### config.mk
export PLATFORM = sky130hd
export DESIGN_NAME = board_commit_ctrl
export DESIGN_NICKNAME = d
export VERILOG_FILES = /design/src/rtl/chess_pkg.sv /design/src/rtl/commit_fifo.sv /design/src/rtl/board_commit_ctrl.sv
export SDC_FILE = /design/constraint.sdc
export NUM_CORES = 1
export LEC_CHECK = 0
export CAP_MARGIN = 20
export CORE_MARGIN = 2
export CORE_UTILIZATION = 54
export CTS_BUF_LIST = sky130_fd_sc_hd__clkbuf_4 sky130_fd_sc_hd__clkbuf_8
export CTS_CLUSTER_DIAMETER = 50
export DETAILED_ROUTE_END_ITERATION = 7
export PLACE_DENSITY = 0.95
export SYNTH_ARGS = -nofsm -noshare
export SYNTH_HDL_FRONTEND = slang
export SYNTH_SLANG_ARGS = --single-unit
### constraint.sdc
create_clock -name vga_clk -period 4.4 [get_ports vga_clk]
set_input_delay 0.88 -clock vga_clk [delete_from_list [all_inputs] [get_ports vga_clk]]
set_output_delay 0.88 -clock vga_clk [all_outputs]
set_load 0.05 [all_outputs]
### src/rtl/chess_pkg.sv
// chess_pkg: shared types for the board commit path.
//   piece_t       - piece codes (white 0-5, black 6-11, EMPTY 15)
//   update_kind_t - request kinds posted by game logic
//   update_req_t  - packed 12-bit request {kind, row, col, piece}
//   board_t/hl_t  - committed board / highlight arrays, indexed [row][col]
//   empty_board()/start_position() - reset images for the board
package chess_pkg;

  typedef enum logic [3:0] {
    W_PAWN = 4'd0, W_KNIGHT = 4'd1, W_BISHOP = 4'd2, W_ROOK = 4'd3,
    W_QUEEN = 4'd4, W_KING = 4'd5,
    B_PAWN = 4'd6, B_KNIGHT = 4'd7, B_BISHOP = 4'd8, B_ROOK = 4'd9,
    B_QUEEN = 4'd10, B_KING = 4'd11,
    EMPTY = 4'd15
  } piece_t;

  typedef enum logic [1:0] {
    PIECE_WR   = 2'd0,
    HL_SET     = 2'd1,
    HL_CLR     = 2'd2,
    HL_CLR_ALL = 2'd3
  } update_kind_t;

  typedef struct packed {
    update_kind_t kind;
    logic [2:0]   row;
    logic [2:0]   col;
    logic [3:0]   piece;
  } update_req_t;

  localparam int REQ_W = $bits(update_req_t);

  typedef logic [7:0][7:0][3:0] board_t;
  typedef logic [7:0][7:0]      hl_t;

  function automatic board_t empty_board();
    board_t b;
    for (int r = 0; r < 8; r++)
      for (int c = 0; c < 8; c++)
        b[r][c] = EMPTY;
    return b;
  endfunction

  // Back rank in file order R N B Q K B N R, as white codes; black adds 6.
  function automatic board_t start_position();
    board_t          b;
    logic [7:0][3:0] rank;
    rank = {W_ROOK, W_KNIGHT, W_BISHOP, W_KING, W_QUEEN, W_BISHOP, W_KNIGHT, W_ROOK};
    b = empty_board();
    for (int c = 0; c < 8; c++) begin
      b[0][c] = rank[c] + 4'd6;
      b[1][c] = B_PAWN;
      b[6][c] = W_PAWN;
      b[7][c] = rank[c];
    end
    return b;
  endfunction

endpackage

### src/rtl/commit_fifo.sv
// commit_fifo: synchronous FIFO holding pending board updates.
//   i_clk, i_rst_n     - clock, asynchronous active-low reset
//   i_push, i_din      - write strobe / data (ignored when full)
//   i_pop, o_dout      - read strobe (ignored when empty) / head entry
//   o_full, o_empty    - status
//   o_count            - occupancy, log2(DEPTH)+1 bits
module commit_fifo #(
  parameter int DEPTH = 8,
  parameter int WIDTH = 12
) (
  input  logic                   i_clk,
  input  logic                   i_rst_n,
  input  logic                   i_push,
  input  logic [WIDTH-1:0]       i_din,
  input  logic                   i_pop,
  output logic [WIDTH-1:0]       o_dout,
  output logic                   o_full,
  output logic                   o_empty,
  output logic [$clog2(DEPTH):0] o_count
);
  localparam int PW = $clog2(DEPTH);
  localparam int CW = PW + 1;

  logic [WIDTH-1:0] r_mem [DEPTH];
  logic [PW-1:0]    r_wr_ptr, r_rd_ptr;
  logic [CW-1:0]    r_count;
  logic             w_push_acc, w_pop_acc;

  assign o_full     = (r_count == CW'(DEPTH));
  assign o_empty    = (r_count == '0);
  assign o_count    = r_count;
  assign o_dout     = r_mem[r_rd_ptr];
  assign w_push_acc = i_push && !o_full;
  assign w_pop_acc  = i_pop && !o_empty;

  always_ff @(posedge i_clk) begin
    if (w_push_acc) r_mem[r_wr_ptr] <= i_din;
  end

  // Pointers are exactly log2(DEPTH) bits, so +1 wraps on its own.
  always_ff @(posedge i_clk or negedge i_rst_n) begin
    if (!i_rst_n) begin
      r_wr_ptr <= '0;
      r_rd_ptr <= '0;
      r_count  <= '0;
    end else begin
      if (w_push_acc) r_wr_ptr <= r_wr_ptr + 1'b1;
      if (w_pop_acc)  r_rd_ptr <= r_rd_ptr + 1'b1;
      case ({w_push_acc, w_pop_acc})
        2'b10:   r_count <= r_count + 1'b1;
        2'b01:   r_count <= r_count - 1'b1;
        default: r_count <= r_count;
      endcase
    end
  end
endmodule

### src/rtl/board_commit_ctrl.sv
// board_commit_ctrl: owns the committed board / highlight arrays for the
// chess screen and applies queued updates only during vertical blanking.
//   vga_clk, reset_n           - pixel clock, asynchronous active-low reset
//   hcount, vcount             - shared raster position
//   req_valid/req_ready        - update request handshake
//   req_kind/row/col/piece     - update request payload
//   board, square_highlight    - committed arrays, [row][col]
//   frame_tick                 - combinational pulse at vblank start
//   commit_busy                - high while in COMMIT
//   overflow                   - sticky, request seen while FIFO full
// Build option: define INIT_POSITION_EN to reset into the standard start
// position instead of an empty board.
module board_commit_ctrl
  import chess_pkg::*;
#(
  parameter int FIFO_DEPTH    = 8,
  parameter int SCREEN_HEIGHT = 480,
  parameter int V_TOTAL       = 525
) (
  input  logic       vga_clk,
  input  logic       reset_n,
  input  logic [9:0] hcount,
  input  logic [9:0] vcount,
  input  logic       req_valid,
  output logic       req_ready,
  input  logic [1:0] req_kind,
  input  logic [2:0] req_row,
  input  logic [2:0] req_col,
  input  logic [3:0] req_piece,
  output board_t     board,
  output hl_t        square_highlight,
  output logic       frame_tick,
  output logic       commit_busy,
  output logic       overflow
);
  localparam int         CW       = $clog2(FIFO_DEPTH) + 1;
  localparam logic [9:0] VB_FIRST = 10'(SCREEN_HEIGHT);
  localparam logic [9:0] VB_END   = 10'(V_TOTAL);

  localparam logic [1:0] S_ACTIVE   = 2'd0;
  localparam logic [1:0] S_COMMIT   = 2'd1;
  localparam logic [1:0] S_WAIT_VIS = 2'd2;

`ifdef INIT_POSITION_EN
  localparam board_t BOARD_RST = start_position();
`else
  localparam board_t BOARD_RST = empty_board();
`endif

  logic [1:0]       r_state, w_state_nxt;
  board_t           r_board;
  hl_t              r_hl;
  logic             r_overflow;
  logic             w_full, w_empty, w_push, w_pop;
  logic [CW-1:0]    w_count;
  logic [REQ_W-1:0] w_head_raw;
  update_req_t      w_req_in, w_head;
  logic             w_vblank, w_vblank_start, w_vis_start;

  assign w_vblank       = (vcount >= VB_FIRST) && (vcount < VB_END);
  assign w_vblank_start = (hcount == 10'd0) && (vcount == VB_FIRST);
  assign w_vis_start    = (hcount == 10'd0) && (vcount == 10'd0);

  assign req_ready        = !w_full;
  assign w_push           = req_valid && req_ready;
  assign w_req_in         = {req_kind, req_row, req_col, req_piece};
  assign w_head           = w_head_raw;
  // Pops are gated by vblank so the arrays can never move during the
  // visible region, even on the cycle COMMIT is leaving.
  assign w_pop            = (r_state == S_COMMIT) && !w_empty && w_vblank;

  assign frame_tick       = w_vblank_start;
  assign commit_busy      = (r_state == S_COMMIT);
  assign overflow         = r_overflow;
  assign board            = r_board;
  assign square_highlight = r_hl;

  commit_fifo #(.DEPTH(FIFO_DEPTH), .WIDTH(REQ_W)) u_fifo (
    .i_clk   (vga_clk),
    .i_rst_n (reset_n),
    .i_push  (w_push),
    .i_din   (w_req_in),
    .i_pop   (w_pop),
    .o_dout  (w_head_raw),
    .o_full  (w_full),
    .o_empty (w_empty),
    .o_count (w_count)
  );

  always_comb begin
    w_state_nxt = r_state;
    case (r_state)
      S_ACTIVE: begin
        if (w_vblank_start) w_state_nxt = w_empty ? S_WAIT_VIS : S_COMMIT;
      end
      S_COMMIT: begin
        // Leaving on the very first visible pixel: that is the point
        // WAIT_VIS waits for, so go straight to ACTIVE rather than
        // sleeping through the next frame's blanking.
        if (!w_vblank)
          w_state_nxt = w_vis_start ? S_ACTIVE : S_WAIT_VIS;
        else if (!w_push && (w_empty || w_count == CW'(1)))
          w_state_nxt = S_WAIT_VIS;
      end
      S_WAIT_VIS: begin
        if (w_vis_start) w_state_nxt = S_ACTIVE;
      end
      default: w_state_nxt = S_ACTIVE;
    endcase
  end

  always_ff @(posedge vga_clk or negedge reset_n) begin
    if (!reset_n) begin
      r_state    <= S_ACTIVE;
      r_overflow <= 1'b0;
    end else begin
      r_state <= w_state_nxt;
      if (req_valid && w_full) r_overflow <= 1'b1;
    end
  end

  always_ff @(posedge vga_clk or negedge reset_n) begin
    if (!reset_n) begin
      r_board <= BOARD_RST;
      r_hl    <= '0;
    end else if (w_pop) begin
      case (w_head.kind)
        PIECE_WR:   r_board[w_head.row][w_head.col] <= w_head.piece;
        HL_SET:     r_hl[w_head.row][w_head.col]    <= 1'b1;
        HL_CLR:     r_hl[w_head.row][w_head.col]    <= 1'b0;
        HL_CLR_ALL: r_hl                            <= '0;
        default:    r_hl                            <= r_hl;
      endcase
    end
  end
endmodule

==> results by group, run 1 <==
Status
  • Status: finished, final reports clean

Clocking
  • Clock buffer depth: 3
  • Clk slew on worst S/H paths: 0.06 ns
  • CTS buffer count: 70
  • Post-CTS sizing: 0
  • CTS tree: built
  • Worst-skew pair later-pin latency: 0.60 ns
  • Hold-fix buffers, CTS: 0
  • H-tree depth: 3
  • Clock Sinks: 429
  • Post-CTS setup buffer count: 0
  • Root Driver: clkbuf_8

Run
  • Max-Cap Viols: 0

Floorplan
  • Die height: 189 um
  • CORE AREA: 33700 um2
  • Initial core utilization: 0.551
  • Io pins: 359
  • Row cnt: 67
  • Die Span X: 189 um
  • Die area: 35900 um2

Critical path
  • Maximum fanout along the worst path: 23
  • Crit-path slowest cell: or2_4
  • Critical Path AT: 4.21 ns
  • Worst reg2reg setup slack: 0.70 ns
  • Crit. End Element: flop
  • Startpoint Class: flop
  • Data required, critical path: 4.91 ns
  • Crit-path cells: buf_4 -> mux4_2 -> mux2_2 -> or2_4 -> buf_4 -> nor4_4 -> mux2_2
  • Crit Path Category: flop to flop
  • CP max stage delay: 0.56 ns

Cells and area
  • Fraction of layout cells with a size suffix above 1: 0.495
  • Final std cells w/o fill: 2018
  • Area Growth Syn to Fin: 30.0%
  • Post-layout nets: 1557

STA
  • Final setup margin: 0.701 ns
  • Final Slew Violations: 0
  • Setup TNS: 0 ns
  • Slew HR: 0.340
  • RSZ-0062 raised after global routing: no
  • Hold_ws: 0.380 ns
  • Worst Max-Slew Pin Slew: 0.983 ns
  • Final setup fails: 0
  • Clk_skew: 0.0244 ns
  • Minimum clock period: 3.70 ns
  • Final Hold Fails: 0
  • Crit share post-route: 0.841
  • Max Clk Rate: 270 MHz

Detailed routing
  • Antenna viol nets, final: 0
  • Pre-Repair DR Iteration Count: 5
  • Vias: 12.1k
  • Initial drt markers: 1002
  • Routed WL: 51000 um
  • DR DRC count: 0
  • Post-DR vias/cell: 6.02
  • Avg WL per Cell: 25.3 um

Logic synthesis
  • Ranking of synthesized cells by area: dfstp_2 (36%), edfxtp_1 (16%), mux2_2 (14%)
  • Net Count, Synth: 1164
  • Cell Area, Synth: 18600 um2
  • Distinct cells, synth: 52
  • Async SR Flop Fraction: 0.776
  • #FFs+latches synth: 429
  • Dominant synthesized flop cell: dfstp_2
  • Sequential fraction of the synthesis area: 0.621
  • Synth warn: 0
  • Synthesized area per cell: 16.5 um2
  • Synth top area share: 0.362
  • Leading area contributor after synthesis: dfstp_2
  • Cells after Synth: 1123
  • Post-synth EDFFs: 96

Global route
  • Overflow left after global routing: 0
  • Vias in the first global route: 12.8k
  • Initial antenna violation count: 1
  • Largest net degree at the start of global routing: 105
  • First-pass GRT wire length: 77800 um
  • Total track usage: 0.286

Power
  • Pwr/cell area: 358 nW/um2
  • Peak VDD IR: 341 uV
  • Pwr Total: 8.65 mW
  • Leak: 9.36 nW

Hold path
  • Worst hold path class: input port to async pin

Placement
  • Placer Congestion: 0.800
  • Dpl ws: 0.604 ns
  • Hpwl dp: 34000 um
  • Inst Count DP: 1891
  • Buffers on Ports: 358
[final cells by class]
cell class / count / area, um2
Clock buffer: 102 / 1280
Fill cell: 2010 / 9560
Inverter: 5 / 18.8
Clock inverter: 22 / 120
Tap cell: 448 / 561
Sequential cell: 429 / 11500
Multi-Input combinational cell: 608 / 6650
Timing Repair Buffer: 402 / 3970
Antenna cell: 2 / 5.00
[report_power, final]
group | internal, mW | switching [mW] | total (mW)
registers | 4.26 | 0.0829 | 4.34
clock network | 1.87 | 1.57 | 3.44
logic | 0.236 | 0.629 | 0.865
[metal layers]
metal | track usage | part of all wire | vias to the layer above
met3 | 0.0708 | 0.087 | 165
li1 | - | - | 5140
met2 | 0.466 | 0.49 | 648
met5 | 0 | 0 | -
met1 | 0.356 | 0.37 | 6190
met4 | 0.144 | 0.046 | 0
[per-stage QoR]
stage	instance area [um2]	utilization
floorplan	18600	-
global placement	22700	0.674
detailed placement	22700	0.674
CTS	24100	0.715
global route	24100	0.716
finish	24100	0.716
[cell usage in the layout, fill, tap and decap left out, types with 8 or more instances in the layout]
cell,n
nand2_1,9
mux4_2,24
dfstp_2,256
nor3_1,20
nand3_2,12
nor4_4,52
clkdlybuf4s50_1,356
o21ai_0,66
mux2_2,239
edfxtp_1,96
clkbuf_8,82
buf_4,41
mux2_4,8
clkinv_2,16
mux2_1,23
dfrtp_1,77
clkbuf_4,20
o311ai_0,64
nand3_1,21
nor2_1,9
[path summary, 6_finish.rpt]
| check | from | to | cells past startpoint |
|---|---|---|---|
| worst max-delay path | u_fifo.r_rd_ptr[0] | board[224] | 7 |
| worst min-delay path | reset_n | u_fifo.r_wr_ptr[0] | 1 |
| min in group vga_clk | overflow | overflow | 1 |
| worst max register to register | u_fifo.r_rd_ptr[0] | board[224] | 7 |
| max in group asynchronous | reset_n | board[0] | 2 |
| worst min register to register | overflow | overflow | 1 |
[cells in the mapped netlist (12+ instances only)]
cell and count:
clkbuf_1 47, o311ai_0 64, mux2_2 239, o21ai_0 66, dfstp_2 256, nand3_1 21
mux2_1 23, edfxtp_1 96, buf_2 20, nand3_2 12, nor4_4 51, dfrtp_1 77
nor3_1 20, mux4_2 24
[critical path: cells and delay by family, from the launching register on]
kind / cells / cell delay, ns
multiplexers: 3 / 1.40
AND/OR/NAND/NOR: 2 / 1.03
buffers and inverters: 2 / 0.66
flip-flops: 1 / 0.51
[state kept, by name, indices dropped and copies added (netlist names)]
signal,flops
u_fifo.r_rd_ptr,3
u_fifo.o_count,4
square_highlight,64
r_state,2
overflow,1
u_fifo.r_mem,96
board,256
u_fifo.r_wr_ptr,3
[cells by family after synthesis]
logic type / share of synthesized area
flops: 0.621
simple gates: 0.0923
xor+xnor: 0.00377
fa+ha+maj: 0.00404
compound gates: 0.0534
buf+inv: 0.0228
mux: 0.202
No activity file was read; power rests on OpenSTA's default activity.
==> inputs of run 2 (changes only) <==
--- a/config.mk
+++ b/config.mk
@@ -7,11 +7,11 @@
 export LEC_CHECK = 0
 export CAP_MARGIN = 20
 export CORE_MARGIN = 2
-export CORE_UTILIZATION = 54
+export CORE_UTILIZATION = 49
 export CTS_BUF_LIST = sky130_fd_sc_hd__clkbuf_4 sky130_fd_sc_hd__clkbuf_8
 export CTS_CLUSTER_DIAMETER = 50
 export DETAILED_ROUTE_END_ITERATION = 7
-export PLACE_DENSITY = 0.95
+export PLACE_DENSITY = 0.91
 export SYNTH_ARGS = -nofsm -noshare
 export SYNTH_HDL_FRONTEND = slang
 export SYNTH_SLANG_ARGS = --single-unit
==> constraint.sdc (replaced) <==
create_clock -name vga_clk -period 3.2 [get_ports vga_clk]
set_input_delay 0.64 -clock vga_clk [delete_from_list [all_inputs] [get_ports vga_clk]]
set_output_delay 0.64 -clock vga_clk [all_outputs]
set_load 0.05 [all_outputs]
==> run 2 against run 1 <==
Compared with the run above:
- sequential power rose by 38%
- cell count increased by 6.2%
- sequential share of layout area down 1.6 points
- non-clock buffer count grew 54
- register-to-register slack worse by 0.60 ns
- critical path type is now flop to output port
- largest cell class unchanged
- highest routed layer is now met5
==> results by group, run 2 (same netlist as run 1, synthesis figures left out) <==
Floorplan
  • Die height: 199 um (+4.9%)
  • Initial core utilization: 0.495 (-0.0557)
  • Die Span X: 199 um (+4.9%)
  • Io pins: 359 (unchanged)
  • Row cnt: 71 (+6.0%)
  • Die area: 39500 um2 (+10%)
  • CORE AREA: 37500 um2 (+11%)

Global route
  • Largest net degree at the start of global routing: 82 (-22%)
  • First-pass GRT wire length: 78500 um (+0.90%)
  • Initial antenna violation count: 1 (unchanged)
  • Overflow left after global routing: 0 (unchanged)
  • Total track usage: 0.265 (-0.0206)
  • Vias in the first global route: 13.1k (+2.5%)

STA
  • Final Hold Fails: 0 (unchanged)
  • Final setup fails: 0 (unchanged)
  • Setup TNS: 0 ns (unchanged)
  • Minimum clock period: 3.12 ns
  • Final Slew Violations: 0 (unchanged)
  • Max Clk Rate: 320 MHz
  • RSZ-0062 raised after global routing: yes
  • Crit share post-route: 0.975
  • Hold_ws: 0.504 ns (+0.124 ns)
  • Final setup margin: 0.0788 ns (-0.622 ns)
  • Clk_skew: 0.0495 ns (+0.0251 ns)
  • Worst Max-Slew Pin Slew: 0.728 ns (-0.255 ns)
  • Slew HR: 0.515 (+0.175)

Hold path
  • Worst hold path endpoint: overflow
  • Worst hold path class: flop to flop
  • Worst Hold Depth: 1
  • Hold wc startpoint: overflow

Run
  • Max-Cap Viols: 0 (unchanged)

Clocking
  • CTS buffer count: 74 (+5.7%)
  • CTS tree: built
  • Worst-skew pair later-pin latency: 0.64 ns (+0.04 ns)
  • H-tree depth: 3 (unchanged)
  • Root Driver: clkbuf_8
  • Clock Sinks: 429 (unchanged)
  • Clk slew on worst S/H paths: 0.06 ns (about the same)
  • Clock buffer depth: 3 (unchanged)

Critical path
  • R2R depth: 11 (+4)
  • Critical Path AT: 2.48 ns (-1.73 ns)
  • Startpoint Class: flop
  • Crit Path Category: flop to output port
  • Crit. End Element: output port
  • FF-to-FF Start: u_fifo.o_count[0]
  • Data required, critical path: 2.56 ns (-2.35 ns)
  • Worst reg2reg setup slack: 0.10 ns (-0.60 ns)
  • R2r endpoint: u_fifo.o_count[3]
  • Maximum fanout along the worst path: 5 (-78%)

Cells and area
  • Number of flip-flops in the largest register: 256 (unchanged)
  • Most frequent cells in the layout: clkdlybuf4s50_1 (356), dfstp_2 (256), mux2_2 (239)
  • Antenna diodes: 0 (-2)
  • Final std cells w/o fill: 2143 (+6.2%)
  • Fraction of layout cells with a size suffix above 1: 0.515 (+0.0198)
  • Post-layout nets: 1615 (+3.7%)
  • Area Growth Syn to Fin: 34.7%
  • Commonest non-fill, non-tap cell in the layout: clkdlybuf4s50_1

Power
  • Switch Pwr: 3.28 mW (+44%)
  • Pwr/cell area: 497 nW/um2 (+39%)
  • Pwr Total: 12.4 mW (+44%)
  • Cell Int Power: 9.16 mW (+44%)
  • Peak VDD IR: 358 uV (+5.1%)
  • Logic gate share of total power: 0.102 (+0.002)
  • Switching portion of total power: 0.264 (about the same)
  • Sequential power share: 0.481 (-0.021)
  • Clock share of power: 0.417 (+0.019)
  • Leak: 9.77 nW (+4.4%)

Detailed routing
  • Vias: 12.2k (+0.24%)
  • Routed WL: 51800 um (+1.5%)
  • Antenna viol nets, final: 0 (unchanged)
  • Post-DR vias/cell: 5.68 (-5.6%)
  • Initial drt markers: 697 (-30%)
  • DR DRC count: 0 (unchanged)
  • Pre-Repair DR Iteration Count: 7 (+2)
  • Avg WL per Cell: 24.2 um (-4.4%)

Status
  • Status: finished, final reports clean

Placement
  • Hpwl dp: 35200 um (+3.3%)
  • Dpl ws: -0.132 ns (-0.737 ns)
  • Buffers on Ports: 358 (unchanged)
  • Placer Congestion: 0.818 (+2.2%)
  • Inst Count DP: 2003 (+5.9%)
run 2: cell count changes in the layout (fill, tap and decap cells not counted), sizes merged:
cell / previous run / this run
bufinv: 0 / 1
clkinvlp: 2 / 3
diode: 2 / 0
clkinv: 19 / 7
inv: 6 / 9
dlygate4sd3: 0 / 1
clkbuf: 102 / 119
buf: 46 / 99
run 2: power groups by stage:
stage / registers (mW) / clock network, mW / logic [mW]
6_report: 5.98 / 5.19 / 1.27
3_3_place_gp: 6.03 / 0 / 1.19
3_5_place_dp: 6.06 / 0 / 1.25
2_1_floorplan: 6.04 / 0 / 0.678
4_1_cts: 5.97 / 5.30 / 1.26
5_1_grt: 5.99 / 5.53 / 1.36
run 2: per-stage QoR:
step           area (um2)  utilization
2_1_floorplan       18600            -
3_3_place_gp        23400        0.623
3_5_place_dp        23400        0.623
4_1_cts             25000        0.666
5_1_grt             25000        0.667
6_report            25000        0.667
run 2: worst max-delay path, cell delays in order, from the launching register on:
cell and delay (ns):
dfrtp_1 0.43, inv_1 0.10, ha_1 0.27, nand3_1 0.19
clkdlybuf4s50_1 0.85
run 2: area by class of cell:
| cell class | instances | area (um2) |
|---|---|---|
| Fill cell | 2443 | 12500 |
| Sequential cell | 429 | 11500 |
| Multi-Input combinational cell | 608 | 6650 |
| Timing Repair Buffer | 456 | 4590 |
| Clock buffer | 119 | 1420 |
| Tap cell | 511 | 639 |
| Clock inverter | 15 | 148 |
| Inverter | 5 | 18.8 |
run 2: worst max path at each step:
stage                     depth (start not counted)               start           endpoint  slack [ns]
after floorplan                                  12   u_fifo.o_count[0]  u_fifo.o_count[3]        0.07
after global routing                              8  u_fifo.r_rd_ptr[0]          board[71]      -0.002
after CTS                                         4   u_fifo.o_count[0]          req_ready        0.03
final                                             4   u_fifo.o_count[0]          req_ready        0.08
after detailed placement                          8  u_fifo.r_rd_ptr[0]         board[207]       -0.13
after global placement                            7           vcount[6]         board[110]        -0.1
run 2: what timing repair did:
action / in CTS / in global routing
gates cloned: 0 / 0
hold buffers: 1 / 0
hold endpoints to repair: 10 / 0
gates resized for setup: 1 / 1
pin swaps: 1 / 1
setup endpoints to repair: 27 / 38
buffers inserted: 2 / 3
run 2: per-layer routing:
layer  GRT usage  routed length (um)  up-vias
li1            -                   -     5252
met4       0.113                1880        2
met5           0                  16        -
met3      0.0571                3490      125
met1       0.330               20500     6245
met2       0.448               26000      548
==> inputs of run 3 (changes only) <==
--- a/config.mk
+++ b/config.mk
@@ -5,6 +5,7 @@
 export SDC_FILE = /design/constraint.sdc
 export NUM_CORES = 1
 export LEC_CHECK = 0
+export ABC_CLOCK_PERIOD_IN_PS = 3200
 export CAP_MARGIN = 20
 export CORE_MARGIN = 2
 export CORE_UTILIZATION = 49
==> results of run 3 <==
Same layout as run 2: the final DEF is identical, and so are final timing and power.
